[src/rtl/fir_pkg.sv]
// Shared types and constants for the parametrised sequential FIR filter.
// Provides the controller state enum, the accumulator width helper and the
// default parameter values used by the interface and the filter top.
package fir_pkg;

  localparam int DEF_NUM_TAPS     = 4;
  localparam int DEF_DATA_W       = 16;
  localparam int DEF_COEF_W       = 16;
  localparam int DEF_FRAC_BITS    = 15;
  localparam int DEF_SAMPLE_BLOCK = 1000;

  typedef enum logic [2:0] {
    IDLE  = 3'd0,
    LOAD  = 3'd1,
    SHIFT = 3'd2,
    MAC   = 3'd3,
    OUT   = 3'd4,
    ERR   = 3'd5
  } fir_state_t;

  // Accumulator must hold NUM_TAPS full-width products without wrapping.
  function automatic int acc_width(input int data_w, input int coef_w, input int num_taps);
    return data_w + coef_w + $clog2(num_taps);
  endfunction

endpackage

[src/rtl/fir_filter_param_if.sv]
// Sample/coefficient write port and result port of the FIR filter.
// master: front-end side (drives strobes and data, observes results).
// slave : filter side (consumes strobes and data, drives fir_out/out_valid/modwait/one_k_samples/err).
interface fir_filter_param_if
  import fir_pkg::*;
#(
  parameter int DATA_W = DEF_DATA_W,
  parameter int COEF_W = DEF_COEF_W
);

  logic signed [DATA_W-1:0] sample_data;
  logic signed [COEF_W-1:0] fir_coefficient;
  logic                     data_ready;
  logic                     load_coeff;
  logic        [DATA_W-1:0] fir_out;
  logic                     out_valid;
  logic                     modwait;
  logic                     one_k_samples;
  logic                     err;

  modport master (
    output sample_data, fir_coefficient, data_ready, load_coeff,
    input  fir_out, out_valid, modwait, one_k_samples, err
  );

  modport slave (
    input  sample_data, fir_coefficient, data_ready, load_coeff,
    output fir_out, out_valid, modwait, one_k_samples, err
  );

endinterface

[src/rtl/fir_sample_counter.sv]
// Counts completed filter outputs and pulses once every SAMPLE_BLOCK of them.
// Latency: pulse is registered, high the cycle after the inc that completes a block.
// Backpressure: none; clr has priority over inc.
// Ports: clk, n_reset (sync, active-low), clr, inc -> pulse.
module fir_sample_counter #(
  parameter int SAMPLE_BLOCK = 1000
) (
  input  logic clk,
  input  logic n_reset,
  input  logic clr,
  input  logic inc,
  output logic pulse
);

  localparam int CNT_W = (SAMPLE_BLOCK > 1) ? $clog2(SAMPLE_BLOCK) : 1;
  localparam logic [CNT_W-1:0] CNT_LAST = CNT_W'(SAMPLE_BLOCK - 1);

  logic [CNT_W-1:0] cnt;

  always_ff @(posedge clk) begin
    if (!n_reset) begin
      cnt   <= '0;
      pulse <= 1'b0;
    end else begin
      pulse <= 1'b0;
      if (clr) begin
        cnt <= '0;
      end else if (inc) begin
        if (cnt == CNT_LAST) begin
          cnt   <= '0;
          pulse <= 1'b1;
        end else begin
          cnt <= cnt + CNT_W'(1);
        end
      end
    end
  end

endmodule

[src/rtl/fir_filter_param.sv]
// Sequential FIR: runtime-loaded coefficients, one tap per clock through a single MAC.
// Latency: data_ready accepted in cycle 0 -> out_valid in cycle NUM_TAPS+2.
// Backpressure: modwait high while busy; strobes seen while busy are dropped and flag err.
// Ports: clk, n_reset (sync, active-low), bus (fir_filter_param_if.slave).
// Build option: define FIR_SATURATE_EN to saturate overflowing results instead of flagging err.
module fir_filter_param
  import fir_pkg::*;
#(
  parameter int NUM_TAPS     = DEF_NUM_TAPS,
  parameter int DATA_W       = DEF_DATA_W,
  parameter int COEF_W       = DEF_COEF_W,
  parameter int FRAC_BITS    = DEF_FRAC_BITS,
  parameter int SAMPLE_BLOCK = DEF_SAMPLE_BLOCK
) (
  input  logic               clk,
  input  logic               n_reset,
  fir_filter_param_if.slave  bus
);

  localparam int PROD_W = DATA_W + COEF_W;
  localparam int ACC_W  = acc_width(DATA_W, COEF_W, NUM_TAPS);
  localparam int IDX_W  = $clog2(NUM_TAPS);
  localparam logic [IDX_W-1:0] LAST_TAP = IDX_W'(NUM_TAPS - 1);

  fir_state_t state, state_nxt;

  logic signed [DATA_W-1:0] x_line [NUM_TAPS];
  logic signed [COEF_W-1:0] coef   [NUM_TAPS];
  logic        [IDX_W-1:0]  coef_idx;
  logic        [IDX_W-1:0]  tap;
  logic                     coeffs_valid;
  logic signed [ACC_W-1:0]  acc;
  logic        [DATA_W-1:0] fir_out_q;
  logic                     ovf_q;
  logic                     pend_err;

  logic                     strobe;
  logic                     busy;
  logic                     load_acc;
  logic                     smp_acc;
  logic                     last_mac;

  logic signed [PROD_W-1:0] prod;
  logic signed [ACC_W-1:0]  acc_sum;
  logic signed [ACC_W-1:0]  res;
  logic        [ACC_W-1:DATA_W] res_hi;
  logic        [DATA_W:0]   res_lo;
  logic        [DATA_W:0]   mag;
  logic                     ovf;
  logic                     ovf_flag;
  logic        [DATA_W-1:0] res_out;

  assign strobe = bus.data_ready | bus.load_coeff;

  // ---------------- controller ----------------
  always_ff @(posedge clk) begin
    if (!n_reset) state <= IDLE;
    else          state <= state_nxt;
  end

  always_comb begin
    state_nxt = state;
    busy      = 1'b0;
    load_acc  = 1'b0;
    smp_acc   = 1'b0;
    last_mac  = 1'b0;
    case (state)
      IDLE, ERR: begin
        // A coefficient write beats a simultaneous sample.
        if (bus.load_coeff) begin
          state_nxt = LOAD;
          load_acc  = 1'b1;
        end else if (bus.data_ready) begin
          if (coeffs_valid) begin
            state_nxt = SHIFT;
            smp_acc   = 1'b1;
          end else begin
            state_nxt = ERR;
          end
        end
      end
      LOAD: begin
        busy      = 1'b1;
        state_nxt = (pend_err | strobe) ? ERR : IDLE;
      end
      SHIFT: begin
        busy      = 1'b1;
        state_nxt = MAC;
      end
      MAC: begin
        busy = 1'b1;
        if (tap == LAST_TAP) begin
          last_mac  = 1'b1;
          state_nxt = OUT;
        end
      end
      OUT: begin
        busy      = 1'b1;
        state_nxt = (pend_err | strobe | ovf_q) ? ERR : IDLE;
      end
      default: state_nxt = IDLE;
    endcase
  end

  // Remembers a rejected strobe until the running operation finishes.
  always_ff @(posedge clk) begin
    if (!n_reset) begin
      pend_err <= 1'b0;
    end else if (state_nxt == IDLE || state_nxt == ERR) begin
      pend_err <= 1'b0;
    end else if ((busy && strobe) || (load_acc && bus.data_ready)) begin
      pend_err <= 1'b1;
    end
  end

  // ---------------- coefficient bank and delay line ----------------
  // Both are written at the accepting edge so the strobes may be single-cycle.
  always_ff @(posedge clk) begin
    if (!n_reset) begin
      for (int i = 0; i < NUM_TAPS; i++) begin
        coef[i]   <= '0;
        x_line[i] <= '0;
      end
      coef_idx     <= '0;
      coeffs_valid <= 1'b0;
    end else begin
      if (load_acc) begin
        coef[coef_idx] <= bus.fir_coefficient;
        if (coef_idx == LAST_TAP) begin
          coef_idx     <= '0;
          coeffs_valid <= 1'b1;
        end else begin
          coef_idx <= coef_idx + IDX_W'(1);
        end
      end
      if (smp_acc) begin
        x_line[0] <= bus.sample_data;
        for (int i = 1; i < NUM_TAPS; i++) x_line[i] <= x_line[i-1];
      end
    end
  end

  // ---------------- MAC and result formatting ----------------
  assign prod    = coef[tap] * x_line[tap];
  assign acc_sum = acc + ACC_W'(prod);
  assign res     = acc_sum >>> FRAC_BITS;

  // Fits in DATA_W+1 signed bits only if all bits above DATA_W equal the sign.
  assign res_hi = res[ACC_W-1:DATA_W];
  assign ovf    = ~((&res_hi) | ~(|res_hi));

  // Magnitude modulo 2^(DATA_W+1): enough for in-range values and for the
  // low-bits wrap on overflow.
  assign res_lo = res[DATA_W:0];
  assign mag    = res[ACC_W-1] ? -res_lo : res_lo;

`ifdef FIR_SATURATE_EN
  assign res_out  = (ovf || mag[DATA_W]) ? {DATA_W{1'b1}} : mag[DATA_W-1:0];
  assign ovf_flag = 1'b0;
`else
  assign res_out  = (!ovf && mag[DATA_W]) ? {DATA_W{1'b1}} : mag[DATA_W-1:0];
  assign ovf_flag = ovf;
`endif

  always_ff @(posedge clk) begin
    if (!n_reset) begin
      acc       <= '0;
      tap       <= '0;
      fir_out_q <= '0;
      ovf_q     <= 1'b0;
    end else begin
      if (state == SHIFT) begin
        acc <= '0;
        tap <= '0;
      end else if (state == MAC) begin
        acc <= acc_sum;
        tap <= last_mac ? '0 : tap + IDX_W'(1);
      end
      // Result registered on the final tap so it is visible during OUT.
      if (last_mac) begin
        fir_out_q <= res_out;
        ovf_q     <= ovf_flag;
      end
    end
  end

  fir_sample_counter #(
    .SAMPLE_BLOCK(SAMPLE_BLOCK)
  ) u_sample_counter (
    .clk     (clk),
    .n_reset (n_reset),
    .clr     (load_acc && (coef_idx == LAST_TAP)),
    .inc     (last_mac),
    .pulse   (bus.one_k_samples)
  );

  assign bus.fir_out   = fir_out_q;
  assign bus.out_valid = (state == OUT);
  assign bus.modwait   = busy;
  assign bus.err       = (state == ERR);

endmodule

[src/flat_wrapper.sv]
// flat-port wrapper written by rule: the top's interface ports become plain ports
module fir_filter_param_flat import fir_pkg::*;
#(
  parameter int NUM_TAPS     = DEF_NUM_TAPS,
  parameter int DATA_W       = DEF_DATA_W,
  parameter int COEF_W       = DEF_COEF_W,
  parameter int FRAC_BITS    = DEF_FRAC_BITS,
  parameter int SAMPLE_BLOCK = DEF_SAMPLE_BLOCK
)
  (clk, n_reset, bus_sample_data, bus_fir_coefficient, bus_data_ready, bus_load_coeff, bus_fir_out, bus_out_valid, bus_modwait, bus_one_k_samples, bus_err);
  fir_filter_param_if #(.DATA_W(DATA_W), .COEF_W(COEF_W)) bus_i ();
  input  logic clk;
  input  logic n_reset;
  input wire logic [$bits(bus_i.sample_data)-1:0] bus_sample_data;
  input wire logic [$bits(bus_i.fir_coefficient)-1:0] bus_fir_coefficient;
  input wire logic [$bits(bus_i.data_ready)-1:0] bus_data_ready;
  input wire logic [$bits(bus_i.load_coeff)-1:0] bus_load_coeff;
  output wire logic [$bits(bus_i.fir_out)-1:0] bus_fir_out;
  output wire logic [$bits(bus_i.out_valid)-1:0] bus_out_valid;
  output wire logic [$bits(bus_i.modwait)-1:0] bus_modwait;
  output wire logic [$bits(bus_i.one_k_samples)-1:0] bus_one_k_samples;
  output wire logic [$bits(bus_i.err)-1:0] bus_err;
  assign bus_i.sample_data = bus_sample_data;
  assign bus_i.fir_coefficient = bus_fir_coefficient;
  assign bus_i.data_ready = bus_data_ready;
  assign bus_i.load_coeff = bus_load_coeff;
  assign bus_fir_out = bus_i.fir_out;
  assign bus_out_valid = bus_i.out_valid;
  assign bus_modwait = bus_i.modwait;
  assign bus_one_k_samples = bus_i.one_k_samples;
  assign bus_err = bus_i.err;
  fir_filter_param #(.NUM_TAPS(NUM_TAPS), .DATA_W(DATA_W), .COEF_W(COEF_W), .FRAC_BITS(FRAC_BITS), .SAMPLE_BLOCK(SAMPLE_BLOCK)) u_core (.clk(clk), .n_reset(n_reset), .bus(bus_i));
endmodule
[config.mk]
export PLATFORM = sky130hd
export DESIGN_NAME = fir_filter_param_flat
export DESIGN_NICKNAME = d
export VERILOG_FILES = /design/src/rtl/fir_pkg.sv /design/src/rtl/fir_filter_param_if.sv /design/src/rtl/fir_sample_counter.sv /design/src/rtl/fir_filter_param.sv /design/src/flat_wrapper.sv
export SDC_FILE = /design/constraint.sdc
export NUM_CORES = 1
export LEC_CHECK = 0
export ABC_AREA = 1
export BUFFER_PORTS_ARGS = -buffer_cell sky130_fd_sc_hd__buf_2
export CORE_ASPECT_RATIO = 1.75
export CORE_MARGIN = 2
export CORE_UTILIZATION = 51
export CTS_CLUSTER_SIZE = 8
export DETAILED_ROUTE_END_ITERATION = 6
export PLACE_DENSITY = 0.67
export SYNTH_ARGS = -nofsm -noshare
export SYNTH_HDL_FRONTEND = slang
export SYNTH_SLANG_ARGS = --single-unit
[constraint.sdc]
create_clock -name clk -period 16.1 [get_ports clk]
set_input_delay 3.22 -clock clk [delete_from_list [all_inputs] [get_ports clk]]
set_output_delay 3.22 -clock clk [all_outputs]
set_load 0.02 [all_outputs]
# Yosys cells after proc, flatten, opt, wreduce, memory -nomap -nowiden
# Memory sizes are Yosys's and may differ from the RTL's. A register that Yosys moved wholly into a read port is not among the register bits.
# Cells that the tools add are included.
# totals
reg_bits	71
mem_bits_rw	128
output_inout_bits	20
elab_cells	97
memories	2
# classes
addsub	5
n_mul	1
n_eq_ne	9
muxes	40
bitwise_logic	12
n_reduce_logical	18
# memory_table
name	depth	word_bits	read_ports	rd_ports_with_merged_regs	write_ports	line_no	text
u_core.coef	4	16	1	1	4	fir_filter_param.sv:28	logic signed [COEF_W-1:0] coef [NUM_TAPS];
u_core.x_line	4	16	4	1	4	fir_filter_param.sv:27	logic signed [DATA_W-1:0] x_line [NUM_TAPS];
# ops
operator	count
16-bit two-way mux	6
34-bit by 32-bit adder with 34-bit output	1
16-bit by 16-bit multiplier with 32-bit output	1
1-bit two-way mux	18
3-bit two-way mux	6
17-bit two-way mux	1
17-bit negation	1
16-bit OR reduction	1
3-bit one-hot mux with 5 select lines	1
2-bit two-way mux	7
10-bit by 1-bit adder with 10-bit output (second input constant)	1
10-bit == test (second input constant)	1
10-bit two-way mux	1
3-bit == test (second input constant)	3
1-bit bitwise OR	8
2-bit OR reduction	4
3-bit by 2-bit == test with 1-bit output (second input constant)	2
3-bit zero test	2
3-bit OR reduction	2
2-bit by 1-bit adder with 2-bit output (second input constant)	2
2-bit == test (second input constant)	2
1-bit logical AND	4
1-bit NOT	4
4-bit OR reduction	1
4 further kinds	5

# Logic depth before layout (Yosys ltp)
# logic_depth
depth_word	8
ltp_mapped	45
depth_no_buf	42

# Hierarchy
# Synthesis repeated with hierarchy kept, for this count alone.
# hier_totals
cells_unflattened	2606
hier_area_um2	21275.4
# modules_own_cells
module	instances	cells_per_inst	area_per_inst_um2	seq_area_each_um2
fir_filter_param	1	2527	20688.6	5084.9
fir_sample_counter	1	79	586.8	220.2

# Least setup slack after synthesis
# Ideal clock, no wire load.
# synth_path
path_type	flip-flop to flip-flop
from	register with a tool-made name
to	register u_core.fir_out_q[8] (netlist: u_core.bus.fir_out[8])
t_arrival_ns	6.919
t_required_ns	15.986
setup_slack_ns	9.068
path_stages_with_launch	33
n_path_buf	3
path_cell_list	dfxtp_1 buf_6 clkbuf_1 nand2_1 a32oi_1 inv_1 nor2_1 fa_1 fa_1 inv_1 fa_1 inv_1 fa_1 inv_1 fa_1 inv_1 fa_1 ha_1 a21oi_1 o21ai_0 a21oi_1 nand2_1 a21oi_1 nand3_1 nand2_4 inv_2 buf_6 nand2_1 nand2_1 nand2_1 inv_1 o21bai_1 inv_1
# synth_rtl
item	line_no	text
end signal: assignment	fir_filter_param.sv:181	fir_out_q <= res_out;
end: declaration	fir_filter_param.sv:33	logic [DATA_W-1:0] fir_out_q;

==> metrics <==
status=finished clean; ys async rst share=0%; static leakage=12.1 nW; cell row count=99; count leader, synth=inv_1; worst hold-check path type=register to register; DRT met1 WL=roughly 20 mm; Core Area=41500 sq um; vias in the first global route=about 18000; layout cells sized above 1=7.74%; critical path's top delay family=adder cells; critical path data required time=16.61 ns; max-slew violations=0; final non-filler cell total=about 3200; ranking of synthesized cells by area=fa_1, edfxtp_1, inv_1; final core occ=~56%; worst-case vdd ir drop=~0.15 mV; fin nets=approximately 3100; most frequent cells after synthesis=inv_1, nand2_1, nor2_1; maxcap violations=0; # port buffers=55; # setup viols final=0; Initial Util=51.4%; Avg WL per Cell=between 15 and 20 um; clock root cell=clkbuf_16; Post-Synthesis Cells=2624; hold_buf cts=0; Post-CTS Resized=0; Via density=5.17; drt total wl=56.5 mm; EDFF count, synth=128; Slowest cell on crit path=a32oi_1; metal3 WL=2.34 mm; Filler cells=3871; CTS tree=yes; slew margin rel.=between 20% and 30%; placed cells=3195; die footprint=roughly 44000 sq um; count of state elements after synthesis=between 200 and 250; CP startpoint kind=register; Clk Latency, worst-skew pair=between 0.5 and 0.6 ns; Power Density=172 nW/um^2; max incr delay on CP=0.77 ns; Synth Warn #=0; most frequent CP cell=nand2_1; ANT nets after route=0; area leader, netlist=fa_1; grt total ovfl=0; Primary FF master, synth=edfxtp_1; WS Path Type=register to register; Setup TNS=0 ns; Hold Path Sink=u_core.u_sample_counter.cnt[9]$_SDFFE_PP0P_; drt initial violations=~700; post-CTS setup buffers=0; FF-to-FF setup slack=roughly 7 ns; CTS Sinks=between 200 and 250; first drt pass iteration count=4; Die Ht=275 um; final hold vios=0; initial antenna violation count=0; register area share after synthesis=between 20% and 30%; RSZ-0062 raised after global routing=no; Arr. time, crit path=9.45 ns; Synth top area share=around 29%; top-level port count=56; Net Count, Synth=3071; crit path max fanout=52; worst r2r dst=u_core.bus.fir_out[13]$_SDFFE_PN0P_; reg2reg path depth=37; hold path startpoint=u_core.u_sample_counter.cnt[9]$_SDFFE_PP0P_; Tmin final=between 8 and 9 ns; vias=approximately 17000; gp weighted congestion=1.03; pin count of the biggest net entering global routing=65; final HPWL from detailed placement=45.8 mm; syn avg cell area=8.13 sq um; diode count=0; Critical Path End Type=register; Num CTS Buffers=29; total track usage=27.3%; Worst Path Buf+Inv=11; DRC=0; Post-Syn Area=around 21000 sq um; WL met2=29.6 mm; maximum clock frequency=around 0.11 GHz; library cells used by synthesis=48; Worst-path clk slew=0.05 ns; clock skew=approximately 0.018 ns; measured slew at the worst slew-check pin=approximately 1.1 ns; Die W=about 160 um; # H-tree levels=1; CTS Buffer Depth=3; first-pass GRT wire length=between 90 and 100 mm; crit share post-route=55.6%; hold path depth=1; Top Metal Used=met4; Area Growth Syn to Fin=8.05%
per-stage QoR:
stage	hold slack, ns	total power [mW]	area [sq um]	setup WS, ns
detailed placement	0.441	3.38	22200	7.21
global placement	0.437	3.33	22200	7.41
finish	0.448	3.97	23100	7.15
floorplan	0.422	2.67	21300	9.07
CTS	0.450	3.96	23100	7.20
global route	0.483	4.35	23100	6.55
where the power goes:
part | switching, mW | internal (mW) | leakage [nW] | total, mW
Sequential | 0.0100 | 0.576 | 1.91 | 0.586
Combinational | 1.93 | 0.887 | 9.78 | 2.82
Clock | 0.233 | 0.338 | 0.399 | 0.572
kinds of logic after synthesis:
kind of cell               count (synthesis)  share of synthesized area, %
buffers and inverters                    722                          12.9
adders and majority gates                411                          34.8
xor gates and xnor gates                  22                         0.903
DFF                                      201                          24.9
and+or+nand+nor                         1087                          21.2
AOI/OAI and AO/OA                        181                          5.27
layer usage:
| metal | vias to the layer above | GRT usage, % |
|---|---|---|
| li1 | 7937 | - |
| met1 | 8134 | 29.1 |
| met2 | 490 | 49.8 |
| met3 | 217 | 3.29 |
| met4 | 0 | 18.5 |
| met5 | - | 0 |
state kept, by name (all words and copies together), names as in the netlist, named ones only:
signal / flops
u_core.coef: 64
u_core.tap: 2
u_core.u_sample_counter.pulse: 1
u_core.ovf_q: 1
u_core.acc: 34
u_core.bus.fir_out: 16
u_core.u_sample_counter.cnt: 10
u_core.coef_idx: 2
u_core.x_line: 64
u_core.state: 3
u_core.pend_err: 1
u_core.coeffs_valid: 1
cells in the final DEF, fill, tap and decap left out, types with 7 or more instances in the layout:
master,Yosys,routed
a21oi_1,69,69
a32oi_1,30,30
buf_2,9,55
buf_4,2,28
clkbuf_1,39,16
clkbuf_16,0,29
dfxtp_1,73,72
edfxtp_1,128,128
fa_1,305,305
ha_1,106,106
inv_1,628,628
inv_2,19,19
nand2_1,550,549
nand2_2,19,20
nand3_1,59,59
nand3_2,8,8
nand4_1,21,21
nor2_1,374,374
nor2_2,20,20
nor3_1,8,7
o211ai_1,12,12
o21ai_0,42,42
o21bai_1,10,10
xor2_1,19,19
worst register-to-register path: cells and delay by family, from the launching register on:
| family | cells | cell delay, ns |
|---|---|---|
| buf+inv | 11 | 2.02 |
| flops | 1 | 0.48 |
| compound gates | 2 | 0.88 |
| simple gates | 16 | 2.11 |
| fa+ha+maj | 8 | 3.37 |
worst max path at each step:
stage / endpoint / slack (ns) / cells after the start
after floorplan: u_core.bus.fir_out[8]$_SDFFE_PN0P_ / 9.07 / 32
after global placement: u_core.bus.fir_out[13]$_SDFFE_PN0P_ / 7.41 / 29
after detailed placement: u_core.bus.fir_out[13]$_SDFFE_PN0P_ / 7.21 / 37
after CTS: u_core.bus.fir_out[13]$_SDFFE_PN0P_ / 7.20 / 37
after global routing: u_core.bus.fir_out[14]$_SDFFE_PN0P_ / 6.55 / 37
final: u_core.bus.fir_out[13]$_SDFFE_PN0P_ / 7.15 / 37
cell type report:
type                            count  area (sq um)  area share, %
Sequential cell                   201          5310           23.0
Clock buffer                       47           813           3.53
Timing Repair Buffer               83           485           2.11
Clock inverter                      2          13.8         0.0597
Multi-Input combinational cell   1701         13300           57.6
Inverter                          655          2460           10.7
Tap cell                          555           694           3.01
Power figures use the tool's default switching activity.
